File: src/rtl/mem_req_arbiter_pkg.sv
// Shared encodings and types for the memory request arbiter.
package mem_arb_pkg;

    localparam int unsigned ADDR_W = 32;
    localparam int unsigned TYPE_W = 3;
    localparam int unsigned DATA_W = 128;
    localparam int unsigned MASK_W = 16;

    localparam logic [TYPE_W-1:0] CMD_READ  = 3'b001;
    localparam logic [TYPE_W-1:0] CMD_WRITE = 3'b010;

    typedef struct packed {
        logic [ADDR_W-1:0] addr;
        logic [TYPE_W-1:0] typ;
    } cmd_t;

    typedef enum logic [1:0] {
        IDLE,
        CMD,
        WDATA
    } state_t;

    function automatic logic is_read(input logic [TYPE_W-1:0] t);
        return t == CMD_READ;
    endfunction

endpackage

File: src/rtl/mem_req_arbiter_if.sv
// Requester-side and memory-controller-side channels of the arbiter.
interface mem_req_arbiter_if #(
    parameter int unsigned NUM_REQ = 4
);
    logic [NUM_REQ*32-1:0]  req_addr;
    logic [NUM_REQ*3-1:0]   req_type;
    logic [NUM_REQ-1:0]     req_valid;
    logic [NUM_REQ-1:0]     req_ready;
    logic [NUM_REQ*128-1:0] req_wdata;
    logic [NUM_REQ*16-1:0]  req_wmask;
    logic [NUM_REQ-1:0]     req_wvalid;
    logic [NUM_REQ-1:0]     req_wready;
    logic [127:0]           req_rdata;
    logic [NUM_REQ-1:0]     req_rvalid;
    logic [NUM_REQ-1:0]     req_rready;

    logic [31:0]            mem_cmd_addr;
    logic [2:0]             mem_cmd_type;
    logic                   mem_cmd_valid;
    logic                   mem_cmd_ready;
    logic [127:0]           mem_wr_data;
    logic [15:0]            mem_wr_mask;
    logic                   mem_wr_valid;
    logic                   mem_wr_ready;
    logic [127:0]           mem_rd_data;
    logic                   mem_rd_valid;
    logic                   mem_rd_ready;

    modport slave (
        input  req_addr, req_type, req_valid, req_wdata, req_wmask, req_wvalid, req_rready,
        input  mem_cmd_ready, mem_wr_ready, mem_rd_data, mem_rd_valid,
        output req_ready, req_wready, req_rdata, req_rvalid,
        output mem_cmd_addr, mem_cmd_type, mem_cmd_valid, mem_wr_data, mem_wr_mask,
        output mem_wr_valid, mem_rd_ready
    );

    modport master (
        output req_addr, req_type, req_valid, req_wdata, req_wmask, req_wvalid, req_rready,
        output mem_cmd_ready, mem_wr_ready, mem_rd_data, mem_rd_valid,
        input  req_ready, req_wready, req_rdata, req_rvalid,
        input  mem_cmd_addr, mem_cmd_type, mem_cmd_valid, mem_wr_data, mem_wr_mask,
        input  mem_wr_valid, mem_rd_ready
    );
endinterface

File: src/rtl/mem_req_arbiter_id_fifo.sv
// In-order FIFO of requester IDs for outstanding reads; push and pop may coincide when full.
module mem_arb_id_fifo #(
    parameter int unsigned WIDTH = 2,
    parameter int unsigned DEPTH = 8
) (
    input  logic             clk,
    input  logic             rst_n,
    input  logic             push,
    input  logic [WIDTH-1:0] push_data,
    input  logic             pop,
    output logic [WIDTH-1:0] pop_data,
    output logic             full,
    output logic             empty
);
    localparam int unsigned AW = (DEPTH > 1) ? $clog2(DEPTH) : 1;
    localparam int unsigned CW = AW + 1;

    logic [WIDTH-1:0] mem_q [DEPTH];
    logic [WIDTH-1:0] mem_d [DEPTH];
    logic [AW-1:0]    wr_ptr_q, wr_ptr_d, rd_ptr_q, rd_ptr_d;
    logic [CW-1:0]    cnt_q, cnt_d;
    logic             do_push, do_pop;

    assign full     = (cnt_q == CW'(DEPTH));
    assign empty    = (cnt_q == '0);
    assign pop_data = mem_q[rd_ptr_q];

    always_comb begin
        mem_d    = mem_q;
        wr_ptr_d = wr_ptr_q;
        rd_ptr_d = rd_ptr_q;
        do_pop   = pop && !empty;
        do_push  = push && (!full || do_pop);
        if (do_push) begin
            mem_d[wr_ptr_q] = push_data;
            wr_ptr_d        = wr_ptr_q + AW'(1);
        end
        if (do_pop) begin
            rd_ptr_d = rd_ptr_q + AW'(1);
        end
        cnt_d = cnt_q + CW'(do_push) - CW'(do_pop);
    end

    always_ff @(posedge clk or negedge rst_n) begin
        if (!rst_n) begin
            for (int unsigned i = 0; i < DEPTH; i++) begin
                mem_q[i] <= '0;
            end
            wr_ptr_q <= '0;
            rd_ptr_q <= '0;
            cnt_q    <= '0;
        end else begin
            mem_q    <= mem_d;
            wr_ptr_q <= wr_ptr_d;
            rd_ptr_q <= rd_ptr_d;
            cnt_q    <= cnt_d;
        end
    end

endmodule

File: src/rtl/mem_req_arbiter.sv
// Round-robin arbiter sharing one memory-controller host port among NUM_REQ requesters.
// Build option MEM_ARB_QOS_EN gives requester 0 strict priority over the round-robin group.
module mem_req_arbiter
    import mem_arb_pkg::*;
#(
    parameter int unsigned NUM_REQ   = 4,
    parameter int unsigned RD_OUTSTD = 8
) (
    input  logic             sys_clk,
    input  logic             rst_n,
    mem_req_arbiter_if.slave bus,
    output logic             arb_busy,
    output logic             rd_orphan_err
);
    localparam int unsigned IDX_W = (NUM_REQ > 1) ? $clog2(NUM_REQ) : 1;

    state_t            state_q, state_d;
    cmd_t              cmd_q, cmd_d;
    logic [IDX_W-1:0]  gnt_q, gnt_d;
    logic [IDX_W-1:0]  ptr_q, ptr_d;
    logic              orphan_q, orphan_d;

    logic [ADDR_W-1:0] addr_a  [NUM_REQ];
    logic [TYPE_W-1:0] type_a  [NUM_REQ];
    logic [DATA_W-1:0] wdata_a [NUM_REQ];
    logic [MASK_W-1:0] wmask_a [NUM_REQ];
    logic [NUM_REQ-1:0] elig;
    logic              found;
    logic [IDX_W-1:0]  pick, cand, gnt_nxt;
    int unsigned       idx;

    logic              fifo_push, fifo_pop, fifo_full, fifo_empty;
    logic [IDX_W-1:0]  fifo_head;

    logic [NUM_REQ-1:0] req_ready, req_wready, req_rvalid;
    logic              mem_cmd_valid, mem_wr_valid, mem_rd_ready;

    // Unpack per-requester slices and find the winner from the RR pointer
    always_comb begin
        elig  = '0;
        found = 1'b0;
        pick  = '0;
        cand  = '0;
        idx   = 0;
        for (int unsigned i = 0; i < NUM_REQ; i++) begin
            addr_a[i]  = bus.req_addr[ADDR_W*i +: ADDR_W];
            type_a[i]  = bus.req_type[TYPE_W*i +: TYPE_W];
            wdata_a[i] = bus.req_wdata[DATA_W*i +: DATA_W];
            wmask_a[i] = bus.req_wmask[MASK_W*i +: MASK_W];
            elig[i]    = bus.req_valid[i] && !(is_read(type_a[i]) && fifo_full);
        end
`ifdef MEM_ARB_QOS_EN
        if (elig[0]) begin
            found = 1'b1;
        end
`endif
        for (int unsigned k = 0; k < NUM_REQ; k++) begin
            idx  = (32'(ptr_q) + k) % NUM_REQ;
            cand = IDX_W'(idx);
            if (!found && elig[cand]) begin
                found = 1'b1;
                pick  = cand;
            end
        end
    end

    assign gnt_nxt = (gnt_q == IDX_W'(NUM_REQ - 1)) ? '0 : gnt_q + IDX_W'(1);

    // Command FSM: grant in IDLE, present in CMD, pass one write beat in WDATA
    always_comb begin
        state_d       = state_q;
        cmd_d         = cmd_q;
        gnt_d         = gnt_q;
        ptr_d         = ptr_q;
        fifo_push     = 1'b0;
        req_ready     = '0;
        req_wready    = '0;
        mem_cmd_valid = 1'b0;
        mem_wr_valid  = 1'b0;
        unique case (state_q)
            IDLE: begin
                if (found) begin
                    req_ready[pick] = 1'b1;
                    cmd_d           = '{addr: addr_a[pick], typ: type_a[pick]};
                    gnt_d           = pick;
                    state_d         = CMD;
                end
            end
            CMD: begin
                mem_cmd_valid = 1'b1;
                if (bus.mem_cmd_ready) begin
`ifdef MEM_ARB_QOS_EN
                    if (gnt_q != '0) begin
                        ptr_d = gnt_nxt;
                    end
`else
                    ptr_d = gnt_nxt;
`endif
                    fifo_push = is_read(cmd_q.typ);
                    state_d   = (cmd_q.typ == CMD_WRITE) ? WDATA : IDLE;
                end
            end
            WDATA: begin
                mem_wr_valid      = bus.req_wvalid[gnt_q];
                req_wready[gnt_q] = bus.mem_wr_ready;
                if (bus.req_wvalid[gnt_q] && bus.mem_wr_ready) begin
                    state_d = IDLE;
                end
            end
            default: state_d = IDLE;
        endcase
        // The IDLE grant is combinational; keep it quiet while reset is held
        if (!rst_n) begin
            req_ready = '0;
        end
    end

    // Read return follows the oldest outstanding ID; orphan data is drained and flagged
    always_comb begin
        req_rvalid   = '0;
        mem_rd_ready = 1'b1;
        if (!fifo_empty) begin
            req_rvalid[fifo_head] = bus.mem_rd_valid;
            mem_rd_ready          = bus.req_rready[fifo_head];
        end
        fifo_pop = bus.mem_rd_valid && mem_rd_ready && !fifo_empty;
        orphan_d = orphan_q || (bus.mem_rd_valid && fifo_empty);
    end

    always_ff @(posedge sys_clk or negedge rst_n) begin
        if (!rst_n) begin
            state_q  <= IDLE;
            cmd_q    <= '0;
            gnt_q    <= '0;
            ptr_q    <= '0;
            orphan_q <= 1'b0;
        end else begin
            state_q  <= state_d;
            cmd_q    <= cmd_d;
            gnt_q    <= gnt_d;
            ptr_q    <= ptr_d;
            orphan_q <= orphan_d;
        end
    end

    mem_arb_id_fifo #(
        .WIDTH (IDX_W),
        .DEPTH (RD_OUTSTD)
    ) u_id_fifo (
        .clk       (sys_clk),
        .rst_n     (rst_n),
        .push      (fifo_push),
        .push_data (gnt_q),
        .pop       (fifo_pop),
        .pop_data  (fifo_head),
        .full      (fifo_full),
        .empty     (fifo_empty)
    );

    assign bus.req_ready     = req_ready;
    assign bus.req_wready    = req_wready;
    assign bus.req_rvalid    = req_rvalid;
    assign bus.req_rdata     = bus.mem_rd_data;
    assign bus.mem_cmd_addr  = cmd_q.addr;
    assign bus.mem_cmd_type  = cmd_q.typ;
    assign bus.mem_cmd_valid = mem_cmd_valid;
    assign bus.mem_wr_data   = wdata_a[gnt_q];
    assign bus.mem_wr_mask   = wmask_a[gnt_q];
    assign bus.mem_wr_valid  = mem_wr_valid;
    assign bus.mem_rd_ready  = mem_rd_ready;
    assign arb_busy          = (state_q != IDLE) || !fifo_empty;
    assign rd_orphan_err     = orphan_q;

endmodule

File: src/flat_wrapper.sv
// flat-port wrapper written by rule: the top's interface ports become plain ports
module mem_req_arbiter_flat import mem_arb_pkg::*;
#(
    parameter int unsigned NUM_REQ   = 4,
    parameter int unsigned RD_OUTSTD = 8
)
  (sys_clk, rst_n, arb_busy, rd_orphan_err, bus_req_addr, bus_req_type, bus_req_valid, bus_req_wdata, bus_req_wmask, bus_req_wvalid, bus_req_rready, bus_mem_cmd_ready, bus_mem_wr_ready, bus_mem_rd_data, bus_mem_rd_valid, bus_req_ready, bus_req_wready, bus_req_rdata, bus_req_rvalid, bus_mem_cmd_addr, bus_mem_cmd_type, bus_mem_cmd_valid, bus_mem_wr_data, bus_mem_wr_mask, bus_mem_wr_valid, bus_mem_rd_ready);
  mem_req_arbiter_if #(.NUM_REQ(NUM_REQ)) bus_i ();
  input  logic sys_clk;
  input  logic rst_n;
  output logic arb_busy;
  output logic rd_orphan_err;
  input wire logic [$bits(bus_i.req_addr)-1:0] bus_req_addr;
  input wire logic [$bits(bus_i.req_type)-1:0] bus_req_type;
  input wire logic [$bits(bus_i.req_valid)-1:0] bus_req_valid;
  input wire logic [$bits(bus_i.req_wdata)-1:0] bus_req_wdata;
  input wire logic [$bits(bus_i.req_wmask)-1:0] bus_req_wmask;
  input wire logic [$bits(bus_i.req_wvalid)-1:0] bus_req_wvalid;
  input wire logic [$bits(bus_i.req_rready)-1:0] bus_req_rready;
  input wire logic [$bits(bus_i.mem_cmd_ready)-1:0] bus_mem_cmd_ready;
  input wire logic [$bits(bus_i.mem_wr_ready)-1:0] bus_mem_wr_ready;
  input wire logic [$bits(bus_i.mem_rd_data)-1:0] bus_mem_rd_data;
  input wire logic [$bits(bus_i.mem_rd_valid)-1:0] bus_mem_rd_valid;
  output wire logic [$bits(bus_i.req_ready)-1:0] bus_req_ready;
  output wire logic [$bits(bus_i.req_wready)-1:0] bus_req_wready;
  output wire logic [$bits(bus_i.req_rdata)-1:0] bus_req_rdata;
  output wire logic [$bits(bus_i.req_rvalid)-1:0] bus_req_rvalid;
  output wire logic [$bits(bus_i.mem_cmd_addr)-1:0] bus_mem_cmd_addr;
  output wire logic [$bits(bus_i.mem_cmd_type)-1:0] bus_mem_cmd_type;
  output wire logic [$bits(bus_i.mem_cmd_valid)-1:0] bus_mem_cmd_valid;
  output wire logic [$bits(bus_i.mem_wr_data)-1:0] bus_mem_wr_data;
  output wire logic [$bits(bus_i.mem_wr_mask)-1:0] bus_mem_wr_mask;
  output wire logic [$bits(bus_i.mem_wr_valid)-1:0] bus_mem_wr_valid;
  output wire logic [$bits(bus_i.mem_rd_ready)-1:0] bus_mem_rd_ready;
  assign bus_i.req_addr = bus_req_addr;
  assign bus_i.req_type = bus_req_type;
  assign bus_i.req_valid = bus_req_valid;
  assign bus_i.req_wdata = bus_req_wdata;
  assign bus_i.req_wmask = bus_req_wmask;
  assign bus_i.req_wvalid = bus_req_wvalid;
  assign bus_i.req_rready = bus_req_rready;
  assign bus_i.mem_cmd_ready = bus_mem_cmd_ready;
  assign bus_i.mem_wr_ready = bus_mem_wr_ready;
  assign bus_i.mem_rd_data = bus_mem_rd_data;
  assign bus_i.mem_rd_valid = bus_mem_rd_valid;
  assign bus_req_ready = bus_i.req_ready;
  assign bus_req_wready = bus_i.req_wready;
  assign bus_req_rdata = bus_i.req_rdata;
  assign bus_req_rvalid = bus_i.req_rvalid;
  assign bus_mem_cmd_addr = bus_i.mem_cmd_addr;
  assign bus_mem_cmd_type = bus_i.mem_cmd_type;
  assign bus_mem_cmd_valid = bus_i.mem_cmd_valid;
  assign bus_mem_wr_data = bus_i.mem_wr_data;
  assign bus_mem_wr_mask = bus_i.mem_wr_mask;
  assign bus_mem_wr_valid = bus_i.mem_wr_valid;
  assign bus_mem_rd_ready = bus_i.mem_rd_ready;
  mem_req_arbiter #(.NUM_REQ(NUM_REQ), .RD_OUTSTD(RD_OUTSTD)) u_core (.sys_clk(sys_clk), .rst_n(rst_n), .bus(bus_i), .arb_busy(arb_busy), .rd_orphan_err(rd_orphan_err));
endmodule
File: config.mk
export PLATFORM = sky130hd
export DESIGN_NAME = mem_req_arbiter_flat
export DESIGN_NICKNAME = d
export VERILOG_FILES = /design/src/rtl/mem_req_arbiter_pkg.sv /design/src/rtl/mem_req_arbiter_if.sv /design/src/rtl/mem_req_arbiter_id_fifo.sv /design/src/rtl/mem_req_arbiter.sv /design/src/flat_wrapper.sv
export SDC_FILE = /design/constraint.sdc
export NUM_CORES = 1
export LEC_CHECK = 0
export CAP_MARGIN = 20
export CORE_AREA = 10 10 447 449
export CTS_CLUSTER_SIZE = 16
export DETAILED_ROUTE_END_ITERATION = 8
export DIE_AREA = 0 0 457 459
export PLACE_DENSITY = 0.3
export SYNTH_ARGS = -nofsm -noshare
export SYNTH_HDL_FRONTEND = slang
export SYNTH_HIERARCHICAL = 1
export SYNTH_SLANG_ARGS = --single-unit
File: constraint.sdc
create_clock -name sys_clk -period 9.83 [get_ports sys_clk]
set_input_delay 0.983 -clock sys_clk [delete_from_list [all_inputs] [get_ports sys_clk]]
set_output_delay 0.983 -clock sys_clk [all_outputs]
set_load 0.01 [all_outputs]
==> impl_results.md, run 1 <==
* RSZ-0062 raised after global routing: false
* Crit path capture type: output port
* Num CTS Buffers at 9
* Yosys reg bits at 68
* Hold Crit Start: u_core/rd_orphan_err
* Num rows at 161
* Die boundary width at 457 µm
* Launch point of the critical path: u_core/u_id_fifo/cnt_q[2]
* Yosys warnings at 6
* Core area at 191000 µm²
* Max_cap viols at 0
* Max Buffers Root-to-Sink at 2
* Synth Area per Inst at 12.7 µm²
* Initial antenna violation count at 174
* Worst Hold Class: reg -> reg
* Synth Instances at 684
* Min Tclk post-route at 4.70 ns
* Endpoints failing setup at 0
* Post_cts resized at 0
* Tcrit/Tclk final at 47.9%
* CTS root buffer: clkbuf_16
* # hold bufs at CTS at 0
* Share of cells above drive strength 1 at 15.3%
* DP HPWL at 131000 µm
* Overflow after GRT at 0
* R2r startpoint: u_core/u_id_fifo/cnt_q[2]
* CP Class: reg -> out
* Area growth, synth to finish at 135%
* Area of the die at 210000 µm²
* Synth Net Count at 1558
* GPL Wtd Cong at 0.820
* Slew Limit Headroom at 29.7%
* Register area share after synthesis at 19.6%
* Max Clk Rate at 213 MHz
* Die Ht at 459 µm
* I/O pin total at 1185
* Final wirelength at 141000 µm
* Crit path DAT at 3.72 ns
* Worst Path Required at 8.85 ns
* Run status: completed
* Hold_ws at 0.463 ns
* Clock sinks at 68
* Largest net degree at the start of global routing at 67
* GRT Resource Usage Total at 12.8%
* Wire per inst at 34.9 µm
* P_leak at 0.00669 µW
* Final Hold Fails at 0
* First DRT Iteration DRCs at 420
* DRC at 0
* Main synth FF type: dfrtp_1
* DR pass1 iterations at 4
* CTS tree: done
* Final nets at 2322
* Via/cell ratio at 2.60
* Pwr per Cell Area at 219 nW/µm²
* Max FO, Critical Path at 8
* Setup TNS at 0 ns
* CP Launch Type: flop
* Starting Density at 4.54%
* Via count at 10500
* Transition time at the pin with the least slew margin at 1.05 ns
* Vias in the first global route at 11400
* Max IR drop VDD at 0.0974 mV
* Final ANT Viol Nets at 0
* Synth cell types at 56
* Clk_lat worst skew at 0.39 ns
* Post-synth EDFFs at 0
* Ys async rst share at 100%
* Worst Skew at 0.0173 ns
* Syn Std Cell Area at 8680 µm²
* First-pass GRT wire length at 167000 µm
* Post-CTS Setup Inserts at 0
* Clock transition at path regs at 0.08 ns
* Port bufs at 928
* Slew Limit Fails at 0
* Htree depth at 3
-- cells in the mapped netlist, drive strengths merged (4+ instances only) --
cell type,n,area (µm²)
a21oi,5,25.0
and3,5,31.3
buf,164,1210
clkbuf,20,75.1
dfrtp,68,1700
ha,12,150
inv,16,60.1
mux2,21,236
mux2i,70,701
mux4,150,3380
nand2,50,198
nor2,4,15.0
o21ai,9,56.3
o221ai,35,332
xnor2,5,43.8
-- where the power goes --
part	switching, µW	internal [µW]	total, µW	leakage [µW]
Sequential	195	406	601	0.000852
Combinational	1820	1660	3470	0.00568
Clock	175	224	399	0.000156
-- layout make-up --
| type | instances | area, µm² |
|---|---|---|
| Clock inverter | 7 | 98.8 |
| Antenna cell | 53 | 133 |
| Inverter | 17 | 68.8 |
| Fill cell | 21900 | 171000 |
| Timing Repair Buffer | 937 | 9380 |
| Clock buffer | 9 | 225 |
| Multi-Input combinational cell | 415 | 5640 |
| Tap cell | 2526 | 3160 |
| Sequential cell | 68 | 1710 |
-- cells by family after synthesis --
kind of cell               share of synthesized area [%]
AOI/OAI and AO/OA                                   6.59
xor gates and xnor gates                           0.605
adders and majority gates                           1.96
buffers and inverters                               15.6
DFF                                                 19.6
muxes                                               49.7
and+or+nand+nor                                     5.97
-- path summary, 6_finish.rpt --
check                                         endpoint  depth (start not counted)  slack [ns]
setup / recovery                      bus_req_ready[1]                         10        5.13
hold / removal                    u_core/rd_orphan_err                          1        0.46
setup reg to reg            u_core/bus.mem_cmd_addr[5]                         11        5.88
hold reg to reg                   u_core/rd_orphan_err                          1        0.46
max in group asynchronous    u_core/u_id_fifo/mem_q[0]                          2        8.16
min in group asynchronous  u_core/bus.mem_cmd_addr[12]                          1        0.56
-- through the flow --
step	setup slack (ns)	cells	power [µW]	area [µm²]	utilization [%]
5_1_grt	4.88	3985	4790	20300	10.6
2_1_floorplan	6.38	684	2080	8680	-
4_1_cts	5.04	3979	4750	20300	10.6
3_3_place_gp	5.18	3963	4330	20000	10.4
3_5_place_dp	5.25	3963	4310	20000	10.4
6_report	5.13	4032	4470	20400	10.7
-- worst max-delay path, cell delays in order, from the launching register on --
cell	delay (ns)
dfrtp_1	0.36
inv_1	0.09
ha_1	0.15
or3b_1	0.53
clkinv_4	0.18
nor4bb_4	0.28
nor4b_1	0.11
a211oi_2	0.33
o21ai_0	0.25
nor3_1	0.42
clkdlybuf4s50_1	0.63
-- sequential cells by signal, indices dropped and copies added (netlist names) --
register	flops
u_core/bus.mem_cmd_addr	32
u_core/rd_orphan_err	1
u_core/u_id_fifo/wr_ptr_q	3
u_core/u_id_fifo/cnt_q	4
u_core/bus.mem_cmd_type	3
u_core/ptr_q	2
u_core/u_id_fifo/rd_ptr_q	3
u_core/gnt_q	2
u_core/u_id_fifo/mem_q	16
u_core/state_q	2
-- placed cells by master (no fill, tap or decap), types with 4 or more instances in the layout --
cell type          n
ha_1              12
dfrtp_1           66
mux2i_1           70
mux2_2            19
clkbuf_16          9
and3_1             5
o221ai_1          31
buf_4              8
a21oi_1            5
clkdlybuf4s50_1  927
inv_1             16
xnor2_1            5
nand2_1           46
nor2_1             4
diode_2           53
mux4_2           150
o221ai_2           4
-- metal layers --
metal | share of wire, % | track usage (%) | vias up | wire, µm
met2 | 53 | 25.1 | 884 | 74200
met1 | 31 | 11.4 | 5000 | 43600
met4 | 3.7 | 2.17 | 78 | 5270
met3 | 12 | 7.25 | 307 | 17100
li1 | - | - | 4221 | -
met5 | 0.37 | 0 | - | 525
Power figures use the tool's default switching activity.
==> inputs of run 2 (changes only) <==
Settings changed: CORE_AREA 10 10 447 449 to 10 10 451 453, DIE_AREA 0 0 457 459 to 0 0 461 463.
Clock period 9.83 ns to 4.6 ns, I/O delays scaled along.
==> run 2 against run 1 <==
Compared with the run above: global-route usage shrank 0.55 points; count of clock-buffer cells in the layout grew 1; first-iteration DRC count grew 21%; routed wire length shrank 2.8%; sequential power grew 110%; clock skew is essentially flat; via count grew 0.78%; clock power grew 120%.
==> impl_results.md, run 2 (synthesized netlist as in run 1, its figures left out) <==
* Wire per inst at 33.9 µm (was 34.9 µm)
* Tcrit/Tclk final at 93.9%
* Crit path DAT at 3.86 ns (was 3.72 ns)
* Starting Density at 4.47% (was 4.54%)
* CP Launch Type: flop (unchanged)
* Met2 Use GR at 24.6% (was 25.1%)
* Final wirelength at 137000 µm (was 141000 µm)
* DR pass1 iterations at 4 (unchanged)
* Final Util at 10.6% (was 10.7%)
* # hold bufs at CTS at 0 (unchanged)
* Via/cell ratio at 2.62 (was 2.60)
* Critical-path cell list: inv_1 -> ha_1 -> or3b_1 -> clkinv_4 -> nand4bb_1 -> nand2_2 -> o21a_1 -> a311oi_2 -> nand2_1 -> nor3b_1 -> clkdlybuf4s50_1 (was inv_1 -> ha_1 -> or3b_1 -> clkinv_4 -> nor4bb_4 -> nor4b_1 -> a211oi_2 -> o21ai_0 -> nor3_1 -> clkdlybuf4s50_1)
* Num rows at 162 (was 161)
* Vias in the first global route at 11600 (was 11400)
* Final ANT Viol Nets at 0 (unchanged)
* Port bufs at 928 (unchanged)
* Crit-path slowest cell: clkdlybuf4s50_1 (unchanged)
* Post_cts resized at 0 (unchanged)
* Min Tclk post-route at 4.32 ns
* Pwr per Cell Area at 472 nW/µm² (was 219 nW/µm²)
* DP HPWL at 127000 µm (was 131000 µm)
* Htree depth at 3 (unchanged)
* Worst path buffer plus inverter count at 3 (unchanged)
* Sequential cell area at 1710 µm² (unchanged)
* Max FO, Critical Path at 8 (unchanged)
* Die boundary width at 461 µm (was 457 µm)
* Clock transition at path regs at 0.07 ns (was 0.08 ns)
* RSZ-0062 raised after global routing: false (unchanged)
* Max_cap viols at 0 (unchanged)
* Worst Skew at 0.0175 ns (was 0.0173 ns)
* CP Class: reg -> out (unchanged)
* Max Clk Rate at 232 MHz
* Core area at 194000 µm² (was 191000 µm²)
* Final Hold Fails at 0 (unchanged)
* Slew Limit Headroom at 40.4% (was 29.7%)
* Via count at 10600 (was 10500)
* GPL Wtd Cong at 0.836 (was 0.820)
* Setup TNS at 0 ns (unchanged)
* Max Buffers Root-to-Sink at 2 (unchanged)
* First DRT Iteration DRCs at 508 (was 420)
* Endpoints failing setup at 0 (unchanged)
* Clk_lat worst skew at 0.41 ns (was 0.39 ns)
* Worst Path Required at 4.14 ns (was 8.85 ns)
* Final nets at 2337 (was 2322)
* P_leak at 0.00678 µW (was 0.00669 µW)
* Run status: completed (unchanged)
* Crit path capture type: output port (unchanged)
* Clock sinks at 68 (unchanged)
* Die Ht at 463 µm (was 459 µm)
* Transition time at the pin with the least slew margin at 0.893 ns (was 1.05 ns)
* GRT met1 Usage at 10.7% (was 11.4%)
* DRC at 0 (unchanged)
* Area growth, synth to finish at 136% (was 135%)
* Largest net degree at the start of global routing at 53 (was 67)
* Num CTS Buffers at 9 (unchanged)
* GRT Resource Usage Total at 12.2% (was 12.8%)
* CTS tree: done (unchanged)
* Multi-input logic area at 5640 µm² (unchanged)
* I/O pin total at 1185 (unchanged)
* Most Crowded Layer GR: met2 (unchanged)
* Critical path's largest stage delay at 0.62 ns (was 0.63 ns)
* Area of the die at 213000 µm² (was 210000 µm²)
* Crit-path leading delay family: simple AND/OR/NAND/NOR gates (unchanged)
* Most common cell after layout, fill and taps aside: clkdlybuf4s50_1 (unchanged)
* Post-CTS Setup Inserts at 0 (unchanged)
* Overflow after GRT at 0 (unchanged)
* First-pass GRT wire length at 163000 µm (was 167000 µm)
* Max FFs per register at 32 (unchanged)
* Max IR drop VDD at 0.210 mV (was 0.0974 mV)
* Slew Limit Fails at 0 (unchanged)
* Met3 global-route usage at 6.17% (was 7.25%)
* Filler cells at 22400 (was 21900)
* Share of cells above drive strength 1 at 16.2% (was 15.3%)
* CTS root buffer: clkbuf_16 (unchanged)
* Commonest non-fill, non-tap cells in the layout: clkdlybuf4s50_1 (926), mux4_2 (150), mux2i_1 (70) (was clkdlybuf4s50_1 (927), mux4_2 (150), mux2i_1 (70))
* Initial antenna violation count at 156 (was 174)
* Worst Hold Class: in -> async (was reg -> reg)
run 2: cell types whose count changed in the layout (fill, tap and decap cells not counted), sizes merged:
| cell | change |
|---|---|
| diode | -32 |
| buf | +16 |
| clkbuf | +1 |
| clkdlybuf4s50 | -1 |
| clkinv | -1 |
| clkinvlp | +1 |
| inv | -1 |
run 2: cell type report:
type | count | area share (%)
inverters | 17 | 0.335
multi-input cells | 415 | 27.5
flip-flops and latches | 68 | 8.33
repair buffers | 952 | 46.5
clock inverters | 6 | 0.433
clock buffers | 10 | 1.12
diodes | 21 | 0.256
well taps | 2542 | 15.5
run 2: path summary, 6_finish.rpt:
check                                              endpoint  slack [ns]  depth (start not counted)                          from
min in group sys_clk            u_core/bus.mem_cmd_addr[19]        0.49                          2   u_core/bus.mem_cmd_addr[19]
worst max-delay path                       bus_req_ready[0]        0.28                         11     u_core/u_id_fifo/cnt_q[2]
worst max register to register    u_core/u_id_fifo/cnt_q[2]        0.83                         12  u_core/u_id_fifo/rd_ptr_q[0]
worst min register to register  u_core/bus.mem_cmd_addr[19]        0.49                          2   u_core/bus.mem_cmd_addr[19]
max in group asynchronous         u_core/u_id_fifo/mem_q[1]        3.47                          2                         rst_n
worst min-delay path             u_core/bus.mem_cmd_addr[5]        0.03                          1                         rst_n
run 2: where the power goes:
part	leakage [µW]	total [µW]	internal [µW]	switching, µW
clock network	0.000149	862	476	387
logic	0.00577	7550	3650	3900
registers	0.000852	1270	867	399
run 2: metal layers:
layer	up-vias	wire length, µm
li1	4200	-
met5	-	396
met2	918	75700
met3	328	15800
met4	60	3850
met1	5066	40900
run 2: per-stage QoR:
| step | setup WS [ns] | area, µm² | power (µW) | cells | hold WS [ns] |
|---|---|---|---|---|---|
| finish | 0.283 | 20500 | 9680 | 4031 | 0.0258 |
| global route | 0.0791 | 20500 | 10400 | 4017 | 0.0301 |
| CTS | 0.200 | 20500 | 10300 | 4010 | 0.00823 |
| detailed placement | 0.706 | 20200 | 9370 | 3994 | 0.475 |
| global placement | 0.731 | 20200 | 9410 | 3994 | 0.475 |
| floorplan | 1.15 | 8680 | 4450 | 684 | 0.164 |
